[src/rtl/arb2_pkg.sv]
// arb2_pkg: shared state encoding and defaults for the two-input round-robin arbiter
package arb2_pkg;
   typedef enum logic [2:0] {
      ARB   = 3'b001,
      LOCK0 = 3'b010,
      LOCK1 = 3'b100
   } arb2_state_t;
   localparam int ARB2_DATA_W_DEF = 8;
endpackage

[src/rtl/arb2_grant.sv]
// arb2_grant: combinational two-way grant from valids, round-robin priority and lock state
module arb2_grant
   import arb2_pkg::*;
(
   input  logic [1:0]  in_valid,
   input  logic        prio,
   input  arb2_state_t state,
   output logic [1:0]  grant
);
   // a lock pins the grant to its channel; otherwise prio breaks a tie
   always_comb begin
      grant = (state == LOCK0) ? {1'b0, in_valid[0]} :
              (state == LOCK1) ? {in_valid[1], 1'b0} :
              (&in_valid)      ? (prio ? 2'b10 : 2'b01) :
                                 in_valid;
   end
endmodule

[src/rtl/arb2_rr.sv]
// arb2_rr: 2-input round-robin arbiter with a one-entry output register; ARB2_LOCK_EN adds packet locking via in_last
module arb2_rr
   import arb2_pkg::*;
#(
   parameter int DATA_W = ARB2_DATA_W_DEF
) (
   input  logic              clk,
   input  logic              rst,
`ifdef ARB2_LOCK_EN
   input  logic [1:0]        in_last,
`endif
   input  logic [1:0]        in_valid,
   input  logic [2*DATA_W-1:0] in_data,
   output logic [1:0]        in_ready,
   output logic              out_valid,
   output logic [DATA_W-1:0] out_data,
   output logic              out_sel,
   input  logic              out_ready
);
   arb2_state_t       r_state;
   arb2_state_t       w_state_nxt;
   logic              r_prio;
   logic              r_out_valid;
   logic              r_out_sel;
   logic [DATA_W-1:0] r_out_data;
   logic [1:0]        w_grant;
   logic [1:0]        w_xfer;
   logic              w_can_load;
   logic              w_any;
   logic              w_idx;
   logic              w_last;
   logic              w_prio_nxt;
   logic [DATA_W-1:0] w_data;

   arb2_grant u_grant (
      .in_valid (in_valid),
      .prio     (r_prio),
      .state    (r_state),
      .grant    (w_grant)
   );

   // handshake: accept only into a free or draining output register, never during reset
   always_comb begin
      w_can_load = !r_out_valid || out_ready;
      in_ready   = rst ? 2'b00 : (w_grant & {2{w_can_load}});
      w_xfer     = in_valid & in_ready;
      w_any      = |w_xfer;
      w_idx      = w_xfer[1];
      w_data     = w_idx ? in_data[DATA_W +: DATA_W] : in_data[0 +: DATA_W];
   end

   // packet boundary: without locking every beat ends its own packet
   always_comb begin
`ifdef ARB2_LOCK_EN
      w_last = in_last[w_idx];
`else
      w_last = 1'b1;
`endif
   end

   // next state and priority: rotate only when a packet completes on the granted channel
   always_comb begin
      w_state_nxt = !w_any ? r_state : (w_last ? ARB : (w_idx ? LOCK1 : LOCK0));
      w_prio_nxt  = (w_any && w_last) ? !w_idx : r_prio;
   end

   // state and priority registers
   always_ff @(posedge clk) begin
      if (rst) begin
         r_state <= ARB;
         r_prio  <= 1'b0;
      end else begin
         r_state <= w_state_nxt;
         r_prio  <= w_prio_nxt;
      end
   end

   // output register: load on input transfer, drop valid on a bare output transfer
   always_ff @(posedge clk) begin
      if (rst) begin
         r_out_valid <= 1'b0;
         r_out_data  <= '0;
         r_out_sel   <= 1'b0;
      end else if (w_any) begin
         r_out_valid <= 1'b1;
         r_out_data  <= w_data;
         r_out_sel   <= w_idx;
      end else if (out_ready) begin
         r_out_valid <= 1'b0;
      end
   end

   assign out_valid = r_out_valid;
   assign out_data  = r_out_data;
   assign out_sel   = r_out_sel;
endmodule

[config.mk]
export PLATFORM = sky130hd
export DESIGN_NAME = arb2_rr
export DESIGN_NICKNAME = d
export VERILOG_FILES = /design/src/rtl/arb2_pkg.sv /design/src/rtl/arb2_grant.sv /design/src/rtl/arb2_rr.sv
export SDC_FILE = /design/constraint.sdc
export NUM_CORES = 1
export LEC_CHECK = 0
export CORE_MARGIN = 2
export CORE_UTILIZATION = 41
export CTS_CLUSTER_DIAMETER = 150
export CTS_CLUSTER_SIZE = 25
export DETAILED_ROUTE_END_ITERATION = 10
export PLACE_DENSITY = 0.86
export RECOVER_POWER = 100
export SYNTH_ARGS = -nofsm -noshare
export SYNTH_HDL_FRONTEND = slang
export SYNTH_SLANG_ARGS = --single-unit
[constraint.sdc]
create_clock -name clk -period 3.6 [get_ports clk]
set_input_delay 0.9 -clock clk [delete_from_list [all_inputs] [get_ports clk]]
set_output_delay 0.9 -clock clk [all_outputs]
set_load 0.005 [all_outputs]
==> results.ini, run 1 <==
[worst_setup_path]
crit_type=input pin to output port
reg2reg_setup_slack_ps=2220
r2r_start=out_valid$_SDFFE_PP0P_
cp.required_ps=2700
crit_arrival_ps=2490
worstSetupEndpointType=output port
start_kind=input pin
r2r_end=out_data[3]$_SDFFE_PP0P_
reg2regPathDepth=4
critPathMaxFanout=4

[cts]
clock_sinks=11
clock_latency_ps=270
cts_setup_buffers=0
cts_made_buffers=3
cts_root_buffer=clkbuf_4
cts_tree=built
cts_buffer_depth=2
cts.hold.buffers_added=0
clkSlewWorstSetupHoldPaths_ps=80
htreeDepth=1
cts_resized=0

[routing]
first_pass_iters=4
vias=755
post_drt_wl_per_cell_um=14.6
wl_met1_um=805
viasPerCell=6.04
met3_length_um=155
wl_um=1830
ant_nets=0
drcViolationCount=0
drt_iter0_markers=19
top_layer=met4
route.met2.wl_um=848

[sta]
maxSlewHeadroom=0.637
fin_crit_sh=0.942
setup_viol_count_final=0
setup_tns_ps=0
whs_ps=489
fin_crit_ps=3390
max_freq_mhz=295
rsz0062_at_grt=false
worstMarginPinSlew_ps=543
hold_violations=0
slew_viol_final=0
finalClockSkew_ps=3.34

[place]
post_dp_cell_area_sq_um=980
gp_congestion=0.797
dp_cells=121
port_buffers=32
dp_hpwl_um=1280

[global_route]
grt_pass1_vias=725
grt_pass1_wl_um=2960
antenna_found_initial=0
grt_overflow=0
grt_max_degree=30
track_usage=0.203

[logic_synthesis]
netlist_top_cells_area=dfxtp_1 (33%), a311oi_1 (11%), o41ai_1 (11%), nor2b_1 (9.5%), a21oi_1 (7.6%)
synth.avg_cell_area_sq_um=8.38
ys_types=20
synth_top_area_share=0.333
synth_top_area_cell=dfxtp_1
synth_cells=79
seq_area_frac_synth=0.333
synth_area_sq_um=662
synthesis.nets=100
yosys_warnings=0
yosys_register_bits=11

[floorplanning]
die_h_um=44.2
die_area_sq_um=1950
num_io_pins=33
die_w_um=44.2
placementRows=14
core_sq_um=1510
initial_core_util=0.439

[power_and_ir_drop]
ir_drop_uv=200
power_uw=314
p_per_area_nw_per_um2=314
leakage_uw=0.000369

[worst_hold_path]
hold_class=flop to flop
min_from=out_sel$_SDFFE_PP0P_
min_to=out_sel$_SDFFE_PP0P_
hold_depth=2

[final_layout]
drive_gt1_frac=0.0642
fin_nets=131
fin_area_sq_um=1000
num_antenna_cells=0
syn_to_final_growth_pct=51.0
fin_cells=125

[job]
max_cap_viol_count=0

[status]
status=finished, final reports clean

-- Yosys cell counts --
cell type and count:
dfxtp_1 11, a21oi_1 10, nor2b_1 10, a311oi_1 8
nand4_1 8, o41ai_1 8, clkbuf_1 5, buf_2 3
buf_6 2, inv_1 2, nand2b_1 2, o21ai_0 2
a2111oi_0 1, a31oi_1 1, and2_4 1, buf_1 1
nand3_1 1, nor2_1 1, o21ba_1 1, or3_1 1
-- placed cells by master (no fill, tap or decap), drive strengths merged --
cell / Yosys / final
buf: 6 / 4
a2111oi: 1 / 1
a311oi: 8 / 8
dfxtp: 11 / 11
o41ai: 8 / 8
clkdlybuf4s50: 0 / 18
inv: 2 / 2
o21ai: 2 / 2
clkbuf: 5 / 5
dlygate4sd3: 0 / 14
or3: 1 / 1
nand4: 8 / 8
and2: 1 / 1
a21oi: 10 / 10
o21ba: 1 / 1
nand2b: 2 / 2
nor2b: 10 / 10
nand3: 1 / 1
nor2: 1 / 1
a31oi: 1 / 1
-- report_power, final --
part / leakage (uW) / internal, uW / total [uW] / switching (uW)
Clock: 0.0000150 / 42.8 / 85.9 / 43.1
Combinational: 0.000263 / 51.2 / 91.5 / 40.3
Sequential: 0.0000911 / 132 / 136 / 4.91
-- critical path, stage by stage --
cell             delay, ps
clkdlybuf4s50_1        530
inv_1                   90
a2111oi_0              350
dlygate4sd3_1          620
-- kinds of logic (layout without fill, tap and decap cells) --
group,count (synthesis),count (layout),synth area share
buffers and inverters,13,43,0.102
AOI/OAI and AO/OA,31,31,0.340
DFF,11,11,0.333
and+or+nand+nor,24,24,0.225
-- area by class of cell --
type                       count  area (sq um)
tap                           16          20.0
timing repair buffer          37           354
sequential                    11           220
clock buffer                   4          26.3
inverter                       2          7.51
multi-input combinational     55           372
fill                         141           507
-- registers in the layout (all words and copies together), names as in the netlist --
register	cells
out_valid	1
out_sel	1
out_data	8
r_prio	1
-- how the worst max path moves through the flow --
| stage | slack [ps] | endpoint | start | depth (start not counted) |
|---|---|---|---|---|
| after global placement | 240 | in_ready[0] | in_valid[0] | 4 |
| after floorplan | 1130 | in_ready[0] | in_valid[1] | 2 |
| final | 210 | in_ready[0] | in_valid[0] | 4 |
| after CTS | 210 | in_ready[0] | in_valid[0] | 4 |
| after global routing | 90 | in_ready[0] | in_valid[0] | 4 |
| after detailed placement | 200 | in_ready[0] | in_valid[0] | 4 |
-- stage by stage --
stage	util	setup slack (ps)
global route	0.664	92.2
global placement	0.650	239
detailed placement	0.650	202
finish	0.664	210
CTS	0.668	209
floorplan	-	1130
-- per-layer routing --
metal	global-route usage	vias up
met5	0	-
met4	0.103	0
met3	0.0408	4
met2	0.326	38
met1	0.258	340
li1	-	373
Power figures use the tool's default switching activity.
==> inputs of run 2 (changes only) <==
--- a/config.mk
+++ b/config.mk
@@ -6,11 +6,11 @@
 export NUM_CORES = 1
 export LEC_CHECK = 0
 export CORE_MARGIN = 2
-export CORE_UTILIZATION = 41
+export CORE_UTILIZATION = 35
 export CTS_CLUSTER_DIAMETER = 150
 export CTS_CLUSTER_SIZE = 25
 export DETAILED_ROUTE_END_ITERATION = 10
-export PLACE_DENSITY = 0.86
+export PLACE_DENSITY = 0.78
 export RECOVER_POWER = 100
 export SYNTH_ARGS = -nofsm -noshare
 export SYNTH_HDL_FRONTEND = slang
==> constraint.sdc (replaced) <==
create_clock -name clk -period 2.93 [get_ports clk]
set_input_delay 0.7325 -clock clk [delete_from_list [all_inputs] [get_ports clk]]
set_output_delay 0.7325 -clock clk [all_outputs]
set_load 0.01 [all_outputs]
==> results.ini, run 2 (same netlist as run 1, synthesis figures left out) <==
[status]
status=finished, final reports clean

[routing]
ant_nets=0
post_drt_wl_per_cell_um=14.5
viasPerCell=5.68
wl_um=1970
drcViolationCount=0
drt_iter0_markers=26
vias=773
first_pass_iters=4

[global_route]
busiest_layer=met2
met3_usage=0.0264
antenna_found_initial=0
grt_pass1_vias=716
grt_overflow=0
grt_max_degree=30
track_usage=0.196
grtUsageMet2=0.327
grt_pass1_wl_um=3060
met1_usage=0.235

[cts]
cts_setup_buffers=0
clock_latency_ps=270
htreeDepth=1
clock_sinks=11
cts_root_buffer=clkbuf_4
cts_resized=1
cts.hold.buffers_added=0
cts_made_buffers=3
cts_tree=built
clkSlewWorstSetupHoldPaths_ps=70
cts_buffer_depth=2

[sta]
fin_crit_sh=0.975
whs_ps=479
worstMarginPinSlew_ps=584
hold_violations=0
maxSlewHeadroom=0.610
setup_viol_count_final=0
rsz0062_at_grt=false
fin_crit_ps=2860
max_freq_mhz=350
setup_tns_ps=0
slew_viol_final=0
finalClockSkew_ps=3.81

[power_and_ir_drop]
power_frac_seq=0.425
pwr-share-clk=0.270
p_sw_uw=115
leakage_uw=0.000376
p_comb_frac=0.305
p_per_area_nw_per_um2=386
swShare=0.291
power.internal_uw=280
ir_drop_uv=204

[final_layout]
fillCellCount=176
num_antenna_cells=0
final_common_cell=clkdlybuf4s50_1
layout_common_cells=clkdlybuf4s50_1 (21), dfxtp_1 (11), nor2b_1 (10), a21oi_1 (10), dlygate4sd3_1 (10)
fin_nets=133
drive_gt1_frac=0.0811
multi_input_area_sq_um=372
regArea_sq_um=220
syn_to_final_growth_pct=54.8
fin_area_sq_um=1020
largest_register_ffs=8

[worst_setup_path]
crit_path_frequent_cell=clkdlybuf4s50_1
crit_chain=clkdlybuf4s50_1 > buf_4 > nand3_1 > nor2_1 > clkdlybuf4s50_1
critPathSlowestCell=clkdlybuf4s50_1
reg2regPathDepth=4
start_kind=input pin
max_stage_delay_ps=540
crit_type=input pin to output port
r2r_start=out_valid$_SDFFE_PP0P_
critPathMaxFanout=11
crit_arrival_ps=2130
r2r_end=out_data[0]$_SDFFE_PP0P_
cp.required_ps=2200
worstSetupEndpointType=output port
reg2reg_setup_slack_ps=1490

[worst_hold_path]
min_to=out_sel$_SDFFE_PP0P_
min_from=out_sel$_SDFFE_PP0P_
hold_class=flop to flop
hold_depth=2

[floorplanning]
die_w_um=47.5
initial_core_util=0.379
die_area_sq_um=2250
num_io_pins=33
core_sq_um=1750
die_h_um=47.5
placementRows=15

[place]
gp_congestion=0.758
dp_hpwl_um=1370
post_dp_cell_area_sq_um=1010
port_buffers=32

[job]
max_cap_viol_count=0

-- run 2: cell types whose count changed in the layout (fill, tap and decap cells not counted), sizes merged --
cell and change:
clkdlybuf4s50 +3, buf +2, dlygate4sd3 -4, dlygate4sd2 +1
-- run 2: how the worst max path moves through the flow --
stage / startpoint / end / cells after the start
after floorplan: in_valid[1] / in_ready[0] / 2
after global placement: in_valid[0] / in_ready[0] / 4
after detailed placement: in_valid[0] / in_ready[0] / 4
after CTS: in_valid[1] / in_ready[1] / 5
after global routing: in_valid[0] / in_ready[1] / 6
final: in_valid[1] / in_ready[1] / 5
-- run 2: layout make-up --
cell class	count	share of cell area
clock buffer	4	0.0256
sequential	11	0.215
multi-input combinational	55	0.363
timing repair buffer	39	0.359
inverter	2	0.00733
tap	25	0.0305
-- run 2: worst max-delay path, delay by kind of cell --
| kind | cells | cell delay [ps] |
|---|---|---|
| buffers and inverters | 3 | 1190 |
| AND/OR/NAND/NOR | 2 | 200 |
-- run 2: metrics by stage --
stage / instances / power [uW] / setup slack (ps) / util
6_report: 136 / 395 / 72.3 / 0.587
5_1_grt: 136 / 421 / 6.78 / 0.587
4_1_cts: 136 / 407 / 58.4 / 0.591
3_5_place_dp: 132 / 298 / -109 / 0.576
3_3_place_gp: 132 / 296 / -61.2 / 0.576
2_1_floorplan: 79 / 234 / 571 / -
-- run 2: routing by layer --
metal  up-vias  wire, um
met5         -         0
li1        375         -
met1       364       830
met3         4       121
met4         0        38
met2        30       976
-- run 2: power by group through the flow --
stage	logic (uW)	registers (uW)	clock network [uW]
after floorplan	57.8	177	0
final	120	168	107
after CTS	126	168	112
after detailed placement	126	172	0
after global placement	124	172	0
after global routing	133	169	119
==> inputs of run 3 (changes only) <==
--- a/config.mk
+++ b/config.mk
@@ -5,7 +5,6 @@
 export SDC_FILE = /design/constraint.sdc
 export NUM_CORES = 1
 export LEC_CHECK = 0
-export CORE_MARGIN = 2
 export CORE_UTILIZATION = 35
 export CTS_CLUSTER_DIAMETER = 150
 export CTS_CLUSTER_SIZE = 25
==> results.ini, run 3 (same netlist as run 1, synthesis figures left out) <==
[floorplanning]
placementRows=15
core_sq_um=1750
num_io_pins=33
die_area_sq_um=2070
initial_core_util=0.379
die_h_um=45.5
die_w_um=45.5

[routing]
drt_iter0_markers=13
vias=768
first_pass_iters=4
ant_nets=0
wl_um=1870
drcViolationCount=0
post_drt_wl_per_cell_um=13.8
viasPerCell=5.65

[worst_setup_path]
start_kind=input pin
crit_type=input pin to output port
crit_arrival_ps=2110
critPathMaxFanout=11
cp.required_ps=2200
worstSetupEndpointType=output port

[power_and_ir_drop]
p_comb_frac=0.306
power_uw=394
power_frac_seq=0.427
leakage_uw=0.000380
p_per_area_nw_per_um2=383
power.internal_uw=278
p_sw_uw=116
pwr-share-clk=0.267
ir_drop_uv=193
swShare=0.295

[sta]
hold_violations=0
finalClockSkew_ps=8.72
slew_viol_final=0
max_freq_mhz=352
maxSlewHeadroom=0.601
fin_crit_sh=0.971
worstMarginPinSlew_ps=597
setup_tns_ps=0
setup_viol_count_final=0
rsz0062_at_grt=false
whs_ps=478
fin_crit_ps=2840

[global_route]
antenna_found_initial=0
grt_overflow=0
grt_pass1_wl_um=2840
grt_max_degree=30
track_usage=0.188
grt_pass1_vias=668

[place]
gp_congestion=0.780
dp_hpwl_um=1280
port_buffers=32
dp_cells=132

[final_layout]
layout_common_cells=clkdlybuf4s50_1 (21), dfxtp_1 (11), nor2b_1 (10), a21oi_1 (10), dlygate4sd3_1 (10)
regArea_sq_um=220
drive_gt1_frac=0.0901
fin_cells=136
num_antenna_cells=0
fin_nets=133
largest_register_ffs=8
fillCellCount=179
multi_input_area_sq_um=372
syn_to_final_growth_pct=55.6
final_common_cell=clkdlybuf4s50_1

[job]
max_cap_viol_count=0

[cts]
cts_made_buffers=3
clock_sinks=11
clock_latency_ps=270
clkSlewWorstSetupHoldPaths_ps=80
cts_root_buffer=clkbuf_4
cts_buffer_depth=2
htreeDepth=1
cts.hold.buffers_added=0
cts_tree=built

[worst_hold_path]
hold_class=flop to flop

[status]
status=finished, final reports clean

## run 3: changes by cell type in the layout (fill, tap and decap cells not counted), sizes merged
cell    delta
clkinv     +1
clkbuf     -1
## run 3: through the flow
stage / cell area (sq um) / utilization / setup slack [ps]
2_1_floorplan: 662 / - / 571
3_3_place_gp: 1010 / 0.576 / -32.0
3_5_place_dp: 1010 / 0.576 / -100
4_1_cts: 1030 / 0.591 / 66.7
5_1_grt: 1030 / 0.590 / 0.949
6_report: 1030 / 0.590 / 85.1
## run 3: final cells by class
cell class,count,area share
inverters,2,0.00729
clock inverters,1,0.00486
repair buffers,39,0.361
clock buffers,3,0.0219
well taps,25,0.0304
multi-input cells,55,0.361
flip-flops and latches,11,0.214
## run 3: critical path, stage by stage
cell and delay (ps):
clkdlybuf4s50_1 510, buf_6 150, nand3_1 90, nor2_1 90, clkdlybuf4s50_1 530
## run 3: what timing repair did
item / in CTS / in global routing
hold endpoints to repair: 0 / 0
setup buffers: 0 / 0
endpoints found under the setup margin: 1 / 1
resized for setup: 1 / 1
pin swaps: 0 / 0
## run 3: final timing paths
path | from | endpoint | slack (ps) | cells past startpoint
worst min-delay path | out_sel$_SDFFE_PP0P_ | out_sel$_SDFFE_PP0P_ | 480 | 2
worst max register to register | out_valid$_SDFFE_PP0P_ | out_data[6]$_SDFFE_PP0P_ | 1500 | 4
worst max-delay path | in_valid[1] | in_ready[1] | 90 | 5
worst min register to register | out_sel$_SDFFE_PP0P_ | out_sel$_SDFFE_PP0P_ | 480 | 2
## run 3: layer usage
metal  GRT usage  up-vias  share of wire
met3      0.0357        4          0.049
met4      0.0727        0          0.014
li1            -      374              -
met2       0.303       29           0.47
met5           0        -              0
met1       0.246      361           0.47
## run 3: power groups by stage
| stage | registers (uW) | logic, uW | clock network (uW) |
|---|---|---|---|
| after floorplan | 177 | 57.8 | 0 |
| after global placement | 172 | 124 | 0 |
| after detailed placement | 172 | 125 | 0 |
| after CTS | 169 | 126 | 110 |
| after global routing | 170 | 131 | 116 |
| final | 168 | 121 | 105 |
